### src/rtl/multibank_buff_ctrl_pkg.sv
// Shared defaults for the multi-bank frame buffer and the blocks that instantiate it.
package multibank_buff_ctrl_pkg;

  localparam int BUF_WIDTH = 16;
  localparam int BUF_DEPTH = 64;
  localparam int BUF_NBANK = 2;

endpackage : multibank_buff_ctrl_pkg

### src/rtl/multibank_buff_ctrl_bank_ram.sv
// Simple dual-port storage for all banks: synchronous write, registered read.
module multibank_buff_ctrl_bank_ram #(
  parameter int WIDTH = 16,
  parameter int WORDS = 128,
  parameter int AW    = 7
) (
  input  logic             clk,
  input  logic             rst,
  input  logic             we,
  input  logic [AW-1:0]    waddr,
  input  logic [WIDTH-1:0] wdata,
  input  logic             re,
  input  logic [AW-1:0]    raddr,
  output logic [WIDTH-1:0] rdata
);

  logic [WIDTH-1:0] mem [WORDS];
  logic [WIDTH-1:0] rdata_d;
  logic [WIDTH-1:0] rdata_q;

  // Storage write port.
  // NOTE: the array is deliberately left without a reset so it maps onto RAM macros;
  // stale contents are never exposed because no bank is marked full after reset.
  always_ff @(posedge clk) begin
    if (we) begin
      mem[waddr] <= wdata;
    end
  end

  // Read data: load on a read, otherwise hold the last word read.
  always_comb begin
    rdata_d = rdata_q;
    if (re) begin
      rdata_d = mem[raddr];
    end
  end

  // Read output register; cleared on reset so the buffer output reads 0.
  always_ff @(posedge clk or posedge rst) begin
    if (rst) begin
      rdata_q <= '0;
    end else begin
      rdata_q <= rdata_d;
    end
  end

  assign rdata = rdata_q;

endmodule : multibank_buff_ctrl_bank_ram

### src/rtl/multibank_buff_ctrl.sv
// Toggle-controlled multi-bank frame buffer: the writer fills banks in turn, the
// reader drains only banks that have been completely filled, preserving word order.
module multibank_buff_ctrl
  import multibank_buff_ctrl_pkg::*;
#(
  parameter int WIDTH  = BUF_WIDTH,
  parameter int DEPTH  = BUF_DEPTH,
  parameter int NBANK  = BUF_NBANK,
  parameter int LDEPTH = $clog2(DEPTH),
  parameter int LBANK  = $clog2(NBANK)
) (
  input  logic             clk,
  input  logic             rst,
  input  logic             wr_toggle,
  input  logic             rd_toggle,
  input  logic [WIDTH-1:0] data_in,
  output logic [WIDTH-1:0] data_out,
  output logic             data_valid,
  output logic [LBANK:0]   full_banks,
  output logic             wr_busy,
  output logic             rd_busy,
  output logic             wr_ovf,
  output logic             rd_udf
);

  localparam int WORDS = NBANK * DEPTH;
  localparam int AW    = $clog2(WORDS);

  localparam logic [LDEPTH-1:0] LAST_PTR  = LDEPTH'(DEPTH - 1);
  localparam logic [LDEPTH-1:0] PTR_ONE   = LDEPTH'(1);
  localparam logic [LBANK-1:0]  LAST_BANK = LBANK'(NBANK - 1);
  localparam logic [LBANK-1:0]  BANK_ONE  = LBANK'(1);
  localparam logic [LBANK:0]    CNT_ONE   = (LBANK + 1)'(1);

  logic              wr_busy_d,    wr_busy_q;
  logic              rd_busy_d,    rd_busy_q;
  logic [LDEPTH-1:0] wr_ptr_d,     wr_ptr_q;
  logic [LDEPTH-1:0] rd_ptr_d,     rd_ptr_q;
  logic [LBANK-1:0]  wr_bank_d,    wr_bank_q;
  logic [LBANK-1:0]  rd_bank_d,    rd_bank_q;
  logic [NBANK-1:0]  bank_full_d,  bank_full_q;
  logic [LBANK:0]    full_banks_d, full_banks_q;
  logic              wr_ovf_d,     wr_ovf_q;
  logic              rd_udf_d,     rd_udf_q;
  logic              data_valid_d, data_valid_q;

  logic          wr_req, wr_accept, wr_wrap;
  logic          rd_req, rd_accept, rd_wrap;
  logic [AW-1:0] wr_addr, rd_addr;

  // The toggle cycle itself already requests a transfer, on both start and stop pulses.
  assign wr_req    = wr_busy_q | wr_toggle;
  assign rd_req    = rd_busy_q | rd_toggle;
  assign wr_accept = wr_req & ~bank_full_q[wr_bank_q];
  assign rd_accept = rd_req &  bank_full_q[rd_bank_q];
  assign wr_wrap   = wr_accept & (wr_ptr_q == LAST_PTR);
  assign rd_wrap   = rd_accept & (rd_ptr_q == LAST_PTR);

  // Flat RAM address: bank base plus word offset (DEPTH need not be a power of two).
  assign wr_addr = AW'(wr_bank_q) * AW'(DEPTH) + AW'(wr_ptr_q);
  assign rd_addr = AW'(rd_bank_q) * AW'(DEPTH) + AW'(rd_ptr_q);

  // Next-state logic for pointers, bank-full tracking, occupancy counter and flags.
  // NOTE: every output of this block gets a default first, so no path leaves a latch.
  always_comb begin
    wr_busy_d    = wr_busy_q ^ wr_toggle;
    rd_busy_d    = rd_busy_q ^ rd_toggle;
    wr_ptr_d     = wr_ptr_q;
    rd_ptr_d     = rd_ptr_q;
    wr_bank_d    = wr_bank_q;
    rd_bank_d    = rd_bank_q;
    bank_full_d  = bank_full_q;
    full_banks_d = full_banks_q;

    if (wr_accept) begin
      if (wr_wrap) begin
        wr_ptr_d               = '0;
        wr_bank_d              = (wr_bank_q == LAST_BANK) ? '0 : wr_bank_q + BANK_ONE;
        bank_full_d[wr_bank_q] = 1'b1;
      end else begin
        wr_ptr_d = wr_ptr_q + PTR_ONE;
      end
    end

    // The writer only targets non-full banks and the reader only full ones, so the
    // set above and the clear below can never hit the same bank in one cycle.
    if (rd_accept) begin
      if (rd_wrap) begin
        rd_ptr_d               = '0;
        rd_bank_d              = (rd_bank_q == LAST_BANK) ? '0 : rd_bank_q + BANK_ONE;
        bank_full_d[rd_bank_q] = 1'b0;
      end else begin
        rd_ptr_d = rd_ptr_q + PTR_ONE;
      end
    end

    case ({wr_wrap, rd_wrap})
      2'b10:   full_banks_d = full_banks_q + CNT_ONE;
      2'b01:   full_banks_d = full_banks_q - CNT_ONE;
      default: full_banks_d = full_banks_q;
    endcase

    wr_ovf_d     = wr_req & ~wr_accept;
    rd_udf_d     = rd_req & ~rd_accept;
    data_valid_d = rd_accept;
  end

  // Controller state registers.
  // NOTE: sequential state uses non-blocking assignments so all flops update together.
  always_ff @(posedge clk or posedge rst) begin
    if (rst) begin
      wr_busy_q    <= 1'b0;
      rd_busy_q    <= 1'b0;
      wr_ptr_q     <= '0;
      rd_ptr_q     <= '0;
      wr_bank_q    <= '0;
      rd_bank_q    <= '0;
      bank_full_q  <= '0;
      full_banks_q <= '0;
      wr_ovf_q     <= 1'b0;
      rd_udf_q     <= 1'b0;
      data_valid_q <= 1'b0;
    end else begin
      wr_busy_q    <= wr_busy_d;
      rd_busy_q    <= rd_busy_d;
      wr_ptr_q     <= wr_ptr_d;
      rd_ptr_q     <= rd_ptr_d;
      wr_bank_q    <= wr_bank_d;
      rd_bank_q    <= rd_bank_d;
      bank_full_q  <= bank_full_d;
      full_banks_q <= full_banks_d;
      wr_ovf_q     <= wr_ovf_d;
      rd_udf_q     <= rd_udf_d;
      data_valid_q <= data_valid_d;
    end
  end

  multibank_buff_ctrl_bank_ram #(
    .WIDTH (WIDTH),
    .WORDS (WORDS),
    .AW    (AW)
  ) u_bank_ram (
    .clk   (clk),
    .rst   (rst),
    .we    (wr_accept),
    .waddr (wr_addr),
    .wdata (data_in),
    .re    (rd_accept),
    .raddr (rd_addr),
    .rdata (data_out)
  );

  assign data_valid = data_valid_q;
  assign full_banks = full_banks_q;
  assign wr_busy    = wr_busy_q;
  assign rd_busy    = rd_busy_q;
  assign wr_ovf     = wr_ovf_q;
  assign rd_udf     = rd_udf_q;

endmodule : multibank_buff_ctrl

### config.mk
export PLATFORM = sky130hd
export DESIGN_NAME = multibank_buff_ctrl
export DESIGN_NICKNAME = d
export VERILOG_FILES = /design/src/rtl/multibank_buff_ctrl_pkg.sv /design/src/rtl/multibank_buff_ctrl_bank_ram.sv /design/src/rtl/multibank_buff_ctrl.sv
export SDC_FILE = /design/constraint.sdc
export NUM_CORES = 2
export LEC_CHECK = 0
export ABC_AREA = 0
export BUFFER_PORTS_ARGS = -buffer_cell sky130_fd_sc_hd__buf_4
export CELL_PAD_IN_SITES_DETAIL_PLACEMENT = 1
export CELL_PAD_IN_SITES_GLOBAL_PLACEMENT = 1
export CORE_MARGIN = 2
export CORE_UTILIZATION = 48
export CTS_CLUSTER_DIAMETER = 60
export DETAILED_ROUTE_END_ITERATION = 10
export PLACE_DENSITY = 0.78
export RECOVER_POWER = 100
export SETUP_SLACK_MARGIN = 0.3
export SLEW_MARGIN = 10
export SYNTH_ARGS = -nofsm -noshare
export SYNTH_HDL_FRONTEND = slang
export SYNTH_SLANG_ARGS = --single-unit
### constraint.sdc
create_clock -name clk -period 5.55 [get_ports clk]
set_input_delay 0.555 -clock clk [delete_from_list [all_inputs] [get_ports clk]]
set_output_delay 0.555 -clock clk [all_outputs]
set_load 0.005 [all_outputs]
==> reports/summary.txt <==
Outcome - finished, violations left
Failing checks - max-capacitance violations, max-slew violations
Highest-delay cell along the critical path - nand2_1
Most common cell after layout, fill and taps aside - edfxtp_1
Peak supply drop - 0.3532 mV
Max Freq - 0.2028 GHz
Slew headroom - -235.4%
Crit path DAT - 5.40 ns
Fin area - 90,460 um2
Syn Nets - 3,885
Sequential element share of the synthesized area - 77.32%
Ys async rst share - 1.869%
Setup crit start - wr_bank_q
Clock Tree Buf Depth - 3
Final setup fails - 0
Starting Density - 48.32%
Post-DP Area - 84,360 um2
FF-to-FF setup slack - 0.62 ns
Hold/Removal Path Class - reg -> reg
Max incr delay on CP - 0.89 ns
End of the critical path - u_bank_ram.mem[74][2]
Skew-Pair Late Insertion Delay - 0.84 ns
Max cap viols - 33
CTS tree - built
Largest net degree at the start of global routing - 103
IO Pins - 43
Met3 GRT Util - 4.858%
Reg clk slew, reported paths - 0.07 ns
Num CTS Buffers - 204
Die Area - 171,600 um2
PwrDens - 401.2 nW/um2
Share of layout cells above drive strength 1 - 20.20%
Final Hold Fails - 0
Mapped Cells - 3,860
RSZ-0062 raised after global routing - false
Global-route wire length before repair - 316.4 mm
Slew Limit Fails - 2,009
Number of fillers in the final layout - 14,520
CP Max Fanout - 16
Overflow after GRT - 0
Busiest grt layer - met2
Period utilisation layout - 88.86%
Period minus WS final - 4.932 ns
Post-DRT Antenna Nets - 0
M2 GR Usage - 40.98%
Post-DP HPWL - 128.6 mm
Startpoint types - flip-flop
Sequential Area - 62,490 um2
Nets@finish - 4,122
Worst EP required - 6.02 ns
Synth Flop Type - edfxtp_1
Vias post-DR - 41,460
Vias per inst - 6.406
Worst r2r src - wr_bank_q
Clock sinks - 2,087
Area occupied by multi-input gates - 17,070 um2
Netlist cell types - 58
CP most frequent cell - nor2b_1
Most frequent cells in the layout - 2,048 x edfxtp_1, 376 x mux4_2, 309 x mux2i_1
EDFF count, synth - 2,048
Routed WL per cell - 33.90 um
Die Y - 414.3 um
Die X - 414.3 um
Total GRT Usage - 25.51%
Drt pass-1 iters - 7
Floorplan Core Area - 167,200 um2
PortBufs - 42
Worst setup EP type - flip-flop
Synth warnings - 0
Worst clock skew - 0.03559 ns
WS Path Type - reg -> reg
End of the worst register-to-register path - u_bank_ram.mem[74][2]
GP Congestion - 0.8716
Area grow syn2layout - 11.96%
Leak Pwr - 26.75 nW
CTS H-tree lvls - 4
Setup TNS - 0 ns
Syn Area/Cell - 20.93 um2
Post-Syn Area - 80,800 um2
Cells along the critical path - mux2i_1 -> nor2b_1 -> nor2b_1 -> nand2_1 -> nor2_1 -> clkbuf_1
Initial antenna violation count - 12
Flops & latches, synth - 2,087
Routed WL - 219.4 mm
R2R cell count - 6
Vias in the first global route - 43,340
DRC Markers - 0
Rows - 150
Worst Tran Pin Value - 5.030 ns
Routing usage on met1 - 34.40%
Root Driver - clkbuf_16
Initial DRC Count - 5,041
worst max-delay path, delay by kind of cell, from the launching register on:
family | cells | cell delay, ns
buffers and inverters | 1 | 0.74
flip-flops | 1 | 0.64
multiplexers | 1 | 0.34
AND/OR/NAND/NOR | 4 | 2.81
layout make-up:
type                            instances  share of cell area [%]
Sequential cell                      2087                   69.08
Multi-Input combinational cell       1538                   18.87
Clock buffer                          247                   5.878
Tap cell                             2204                   3.048
Timing Repair Buffer                  257                   1.599
Clock inverter                        125                   1.473
Inverter                                9                 0.03734
Antenna cell                            4                 0.01107
stage by stage:
stage | utilization [%] | total power, W | std cells | hold WS, ns | setup WS [ns]
CTS | 54.45 | 0.03647 | 6467 | 0.2094 | 1.284
floorplan | - | 0.02101 | 3860 | 0.4647 | 2.603
global route | 54.09 | 0.03721 | 6467 | 0.5376 | 0.5756
global placement | 50.45 | 0.02255 | 6092 | 0.5101 | 1.414
finish | 54.10 | 0.03629 | 6471 | 0.5338 | 0.6180
detailed placement | 50.45 | 0.02274 | 6092 | 0.5214 | 1.333
layer usage:
layer / up-vias / part of all wire [%]
met2: 2326 / 49
met3: 501 / 8.7
met4: 12 / 4.6
li1: 16560 / -
met5: - / 0.034
met1: 22060 / 38
cell families after synthesis:
group,Yosys count,share of synthesized area (%)
xor+xnor,11,0.1192
flops,2087,77.32
buf+inv,235,1.570
mux,765,15.42
fa+ha+maj,5,0.07743
simple gates,355,1.900
compound gates,402,3.585
synth_stat cells, types with 4 or more instances:
cell type,number,area (um2)
nor2b_1,23,143.9
inv_1,8,30.03
mux4_2,376,8468
clkbuf_1,84,315.3
edfxtp_1,2048,61500
a21oi_1,51,255.2
nand2_1,69,259.0
mux2_2,78,878.3
buf_2,75,375.4
a22oi_1,73,548.0
nand2b_1,10,62.56
buf_4,41,307.8
xnor2_1,7,61.31
nor2_1,194,728.2
o41ai_1,16,140.1
o221ai_1,18,157.7
xor2_1,4,35.03
nand3_1,29,145.1
ha_1,5,62.56
a32o_1,14,140.1
a221oi_1,16,140.1
o211ai_1,58,435.4
buf_6,18,202.7
o21ai_0,35,175.2
a31oi_1,16,100.1
a22o_1,28,245.2
and3_1,4,25.02
nor3_1,5,25.02
or2_2,4,25.02
mux2i_1,309,3093
dfrtp_1,39,975.9
a2111oi_0,16,140.1
buf_1,7,26.28
o22ai_1,48,300.3
how the worst min path moves through the flow:
stage | start | end | slack [ns] | cells past startpoint
6_report | full_banks[1] | full_banks[1] | 0.53 | 1
5_1_grt | full_banks[1] | full_banks[1] | 0.54 | 1
4_1_cts | data_in[13] | u_bank_ram.mem[100][13] | 0.21 | 1
3_5_place_dp | full_banks[1] | full_banks[1] | 0.52 | 1
3_3_place_gp | full_banks[1] | full_banks[1] | 0.51 | 1
2_1_floorplan | full_banks[1] | full_banks[1] | 0.46 | 1
registers in the layout, summed over array words and instances, names as in the netlist, 2 cells and up:
signal / flops
wr_ptr_q: 6
rd_ptr_q: 6
u_bank_ram.rdata: 16
u_bank_ram.mem: 2048
bank_full_q: 2
full_banks: 2
power by group:
part	total, W	internal (W)	switching [W]
clock	0.0138	0.00782	0.00600
sequential	0.0182	0.0179	0.000320
combinational	0.00426	0.00158	0.00268
repair_timing:
action,4_1_cts,5_1_grt
resized for setup,0,0
hold endpoints to repair,41,0
setup buffers,0,0
hold buffers,3,0
(Power assumes the default switching activity.)
